--- src/rtl/dvsd_pe_pkg.sv ---
// Shared types and limits for the dvsd_pe priority encoder / round-robin arbiter.
package dvsd_pe_pkg;

    typedef enum logic [0:0] {
        PE_FIXED = 1'b0,
        PE_RR    = 1'b1
    } pe_mode_e;

    localparam int PE_MIN_WIDTH = 2;
    localparam int PE_MAX_WIDTH = 64;

endpackage

--- src/rtl/dvsd_pe_core.sv ---
// Combinational wrap-around priority search: walks downward from start, first set bit wins.
module dvsd_pe_core
#(
    parameter int WIDTH = 8,
    parameter int IDX_W = $clog2(WIDTH)
)
(
    input  logic [WIDTH-1:0] req,
    input  logic [IDX_W-1:0] start,
    input  logic             en,
    output logic [IDX_W-1:0] idx,
    output logic [WIDTH-1:0] grant,
    output logic             gs,
    output logic             eno
);

    logic             found;
    logic [IDX_W-1:0] pos;

    always_comb begin
        idx   = '0;
        grant = '0;
        found = 1'b0;
        pos   = '0;
        if (en) begin
            for (int unsigned k = 0; k < WIDTH; k++) begin
                pos = IDX_W'((int'(start) + WIDTH - int'(k)) % WIDTH);
                if (!found && req[pos]) begin
                    found      = 1'b1;
                    idx        = pos;
                    grant[pos] = 1'b1;
                end
            end
        end
    end

    assign gs  = en && (|req);
    assign eno = en && !(|req);

endmodule

--- src/rtl/dvsd_pe_arb.sv ---
// Registered priority encoder / round-robin arbiter with valid/ready on both sides.
// Round-robin pointer and rotation are built only when DVSD_PE_RR_EN is defined.
module dvsd_pe_arb
    import dvsd_pe_pkg::*;
#(
    parameter int WIDTH = 8,
    parameter int IDX_W = $clog2(WIDTH)
)
(
    input  logic             wb_clk_i,
    input  logic             wb_rst_i,
    input  logic             en,
    input  logic [WIDTH-1:0] req,
    input  logic             mode,
    input  logic             in_valid,
    output logic             in_ready,
    output logic             out_valid,
    input  logic             out_ready,
    output logic [IDX_W-1:0] idx,
    output logic [WIDTH-1:0] grant,
    output logic             gs,
    output logic             eno
);

    if (WIDTH < PE_MIN_WIDTH || WIDTH > PE_MAX_WIDTH) begin : g_bad_width
        $error("dvsd_pe_arb: WIDTH out of range");
    end

    logic [IDX_W-1:0] start;
    logic [IDX_W-1:0] c_idx;
    logic [WIDTH-1:0] c_grant;
    logic             c_gs;
    logic             c_eno;
    logic             accept;

    assign in_ready = !out_valid || out_ready;
    assign accept   = in_valid && in_ready;

`ifdef DVSD_PE_RR_EN
    logic [IDX_W-1:0] ptr;
    logic             rr;

    assign rr    = (pe_mode_e'(mode) == PE_RR);
    assign start = rr ? ptr : IDX_W'(WIDTH - 1);

    // Next search begins just below the last winner, so it gets lowest priority next time.
    always_ff @(posedge wb_clk_i or posedge wb_rst_i) begin
        if (wb_rst_i) begin
            ptr <= IDX_W'(WIDTH - 1);
        end else if (accept && rr && c_gs) begin
            ptr <= (c_idx == '0) ? IDX_W'(WIDTH - 1) : c_idx - 1'b1;
        end
    end
`else
    logic unused_mode;

    assign unused_mode = mode;
    assign start       = IDX_W'(WIDTH - 1);
`endif

    dvsd_pe_core #(
        .WIDTH (WIDTH),
        .IDX_W (IDX_W)
    ) u_core (
        .req   (req),
        .start (start),
        .en    (en),
        .idx   (c_idx),
        .grant (c_grant),
        .gs    (c_gs),
        .eno   (c_eno)
    );

    always_ff @(posedge wb_clk_i or posedge wb_rst_i) begin
        if (wb_rst_i) begin
            out_valid <= 1'b0;
            idx       <= '0;
            grant     <= '0;
            gs        <= 1'b0;
            eno       <= 1'b0;
        end else if (accept) begin
            out_valid <= 1'b1;
            idx       <= c_idx;
            grant     <= c_grant;
            gs        <= c_gs;
            eno       <= c_eno;
        end else if (out_valid && out_ready) begin
            out_valid <= 1'b0;
        end
    end

endmodule

--- config.mk ---
export PLATFORM = sky130hd
export DESIGN_NAME = dvsd_pe_arb
export DESIGN_NICKNAME = d
export VERILOG_FILES = /design/src/rtl/dvsd_pe_pkg.sv /design/src/rtl/dvsd_pe_core.sv /design/src/rtl/dvsd_pe_arb.sv
export SDC_FILE = /design/constraint.sdc
export NUM_CORES = 1
export LEC_CHECK = 0
export CORE_MARGIN = 2
export CORE_UTILIZATION = 50
export DETAILED_ROUTE_END_ITERATION = 8
export PLACE_DENSITY = 0.81
export SYNTH_ARGS = -nofsm -noshare
export SYNTH_HDL_FRONTEND = slang
export SYNTH_HIERARCHICAL = 1
export SYNTH_SLANG_ARGS = --single-unit
--- constraint.sdc ---
create_clock -name wb_clk_i -period 1.25 [get_ports wb_clk_i]
set_input_delay 0.1875 -clock wb_clk_i [delete_from_list [all_inputs] [get_ports wb_clk_i]]
set_output_delay 0.1875 -clock wb_clk_i [all_outputs]
set_load 0.005 [all_outputs]
==> impl_metrics.tcl <==
set metrics [dict create \
    status "finished with violations" \
    violations "setup timing" \
    dp.cells 324 \
    critPathSlowestCell "mux4_2" \
    ys_warn_count 6 \
    rsz0062_at_grt "yes" \
    path_clk_slew_ns 0.07 \
    final_common_cell "buf_4" \
    hold_viol 0 \
    drv_cap 0 \
    drt_iter0_drc 523 \
    ant_nets 0 \
    maxSlewViolCount 0 \
    syn_area_um2 2100 \
    ys_seq_area_share_pct 16.7 \
    drive_above_1_share_pct 54.8 \
    gp_congestion 0.990 \
    num-nets-final 342 \
    synthFlopType "dfrtp_1" \
    setup_viol 11 \
    total_power_uw 2730 \
    synth-async-reset-ratio_pct 100 \
    die_w_um 68.8 \
    insertedDiodeCount 0 \
    power_density_nw_per_um2 823 \
    clk_path_buf_depth 2 \
    worst-setup-path-type "in -> reg" \
    worst_slack_ns -0.860 \
    grt_pass1_wl_mm 13.0 \
    tritoncts "built" \
    htree_levels 1 \
    groute.usage.overall_pct 37.8 \
    finalCritPeriodShare_pct 169 \
    crit_required_ns 1.39 \
    clock_latency_ns 0.25 \
    grt_max_degree 20 \
    min_period_ns 2.11 \
    dp_hpwl_mm 4.79 \
    cts_sinks 14 \
    grt_pass1_vias 2530 \
    mostFrequentLayoutCells "80 x buf_4, 16 x mux2_4, 14 x dfrtp_1, 14 x dlygate4sd2_1" \
    drc_errors 0 \
    core.rowCount 23 \
    vdd_ir_drop_max_uv 845 \
    worstPathArrival_ns 2.25 \
    cts-root-buf "clkbuf_8" \
    synth_seq_cells 14 \
    area_delta_synth_final_pct 58.3 \
    die_height_um 68.8 \
    critPathTopFamily "multiplexers" \
    fin_worst_skew_ns 0.00827 \
    design.die.area_um2 4730 \
    synth_area_per_cell_um2 10.1 \
    hp-class "in -> async" \
    yosysUniqueCellTypes 62 \
    io_pins 29 \
    fin_cells 371 \
    io_buffers 27 \
    dr_total_vias 2722 \
    path_cells "buf_6, mux2_4, mux4_2, buf_6, nand4_1, a21oi_2, mux2i_1, o32a_1, o22ai_1, mux2_4" \
    tightest_slew_ns 0.499 \
    wl_mm 9.44 \
    vias_per_cell 7.34 \
    hold_ws_ns 0.272 \
    slowest_delay_ns 0.49 \
    fmax_ghz 0.474 \
    cts_buffers 3 \
    initial_core_util_pct 52.1 \
    synth_enable_flop_cells 0 \
    tns_ns -7.78 \
    overflow 0 \
    p_leak_uw 0.00151 \
    dr.pass1.iters 6 \
    antenna_found_initial 0 \
    core-area_um2 4030 \
    setup.worst_path.start_class "input pin" \
    slew_headroom_pct 65.8 \
    cp_max_fo 5 \
    wire_per_inst_um 25.4 \
    worstSetupEndpointType "register" \
    synthCells 208 \
    path_buf_inv 2 \
]
## logic make-up (layout without fill, tap and decap cells)
family / after synthesis / count (layout) / synth area share (%)
AOI/OAI and AO/OA: 57 / 57 / 19.7
muxes: 52 / 52 / 35.4
and+or+nand+nor: 51 / 51 / 13.5
buffers and inverters: 24 / 125 / 8.88
DFF: 14 / 14 / 16.7
adders and majority gates: 6 / 6 / 3.58
xor gates and xnor gates: 3 / 3 / 2.15
other: 1 / 13 / 0.179
## tightest hold or removal path: cells and delay by family
kind     cells  cell delay [ns]
buf+inv      3             0.70
## where the power goes
group	internal, uW	switching, uW	total (uW)
logic	863	888	1750
registers	501	26.6	528
clock network	279	174	453
total	1640	1090	2730
## repair_timing
item	4_1_cts	5_1_grt
pin swaps	28	20
setup buffers	32	11
hold endpoints to repair	0	0
setup endpoints to repair	28	14
gates resized for setup	81	21
hold buffers	0	0
## final cells by class
type	instances	area [um2]
multi-input cells	182	1900
flip-flops and latches	14	350
fillers	236	708
well taps	50	62.6
inverters	8	30.0
repair buffers	113	922
clock buffers	4	55.1
## sequential cells by signal, summed over array words and instances (netlist names)
name	flops
out_valid	1
gs	1
grant	8
idx	3
eno	1
## worst paths after layout
| path | endpoint | cells after the start | startpoint | slack [ns] |
|---|---|---|---|---|
| worst max-delay path | grant[2] | 10 | req[2] | -0.86 |
| min in group wb_clk_i | grant[7] | 1 | grant[7] | 0.51 |
| worst min-delay path | idx[0] | 3 | wb_rst_i | 0.27 |
| worst max register to register | idx[0] | 4 | out_valid | 0.05 |
| max in group asynchronous | idx[1] | 3 | wb_rst_i | 0.79 |
| worst min register to register | grant[7] | 1 | grant[7] | 0.51 |
## per-stage QoR
step	instance area (um2)	util, %	setup WS (ns)
2_1_floorplan	2210	-	-0.859
3_3_place_gp	2700	67.0	-1.32
3_5_place_dp	2700	67.0	-1.35
4_1_cts	3150	78.1	-0.723
5_1_grt	3320	82.4	-0.887
6_report	3320	82.4	-0.860
## synth_stat cells (2+ instances only)
library cell | instances | area share [%]
nand2_1 | 16 | 2.9
clkbuf_1 | 3 | 0.54
and3_1 | 2 | 0.60
mux4_2 | 12 | 13
a31oi_1 | 5 | 1.5
nand3_1 | 9 | 2.1
a32oi_1 | 2 | 0.83
mux2_2 | 8 | 4.3
clkbuf_8 | 3 | 2.0
o32a_1 | 3 | 1.4
clkbuf_2 | 2 | 0.48
o22ai_1 | 7 | 2.1
mux2_4 | 12 | 8.6
buf_4 | 2 | 0.72
nor3_1 | 2 | 0.48
ha_1 | 6 | 3.6
a32o_1 | 3 | 1.4
dfrtp_1 | 14 | 17
a211oi_1 | 2 | 0.72
nor2b_1 | 2 | 0.60
a21oi_1 | 11 | 2.6
buf_12 | 2 | 1.9
buf_6 | 2 | 1.1
nor2_1 | 6 | 1.1
nor4_1 | 3 | 0.89
a221oi_1 | 5 | 2.1
o21ai_0 | 6 | 1.4
mux2i_1 | 19 | 9.1
inv_1 | 6 | 1.1
## routing by layer
metal	GRT usage, %	share of wire [%]
met1	47.9	34
met2	58.7	46
met3	10.2	12
met4	20.3	8.2
met5	0	0
Power figures use the tool's default switching activity.
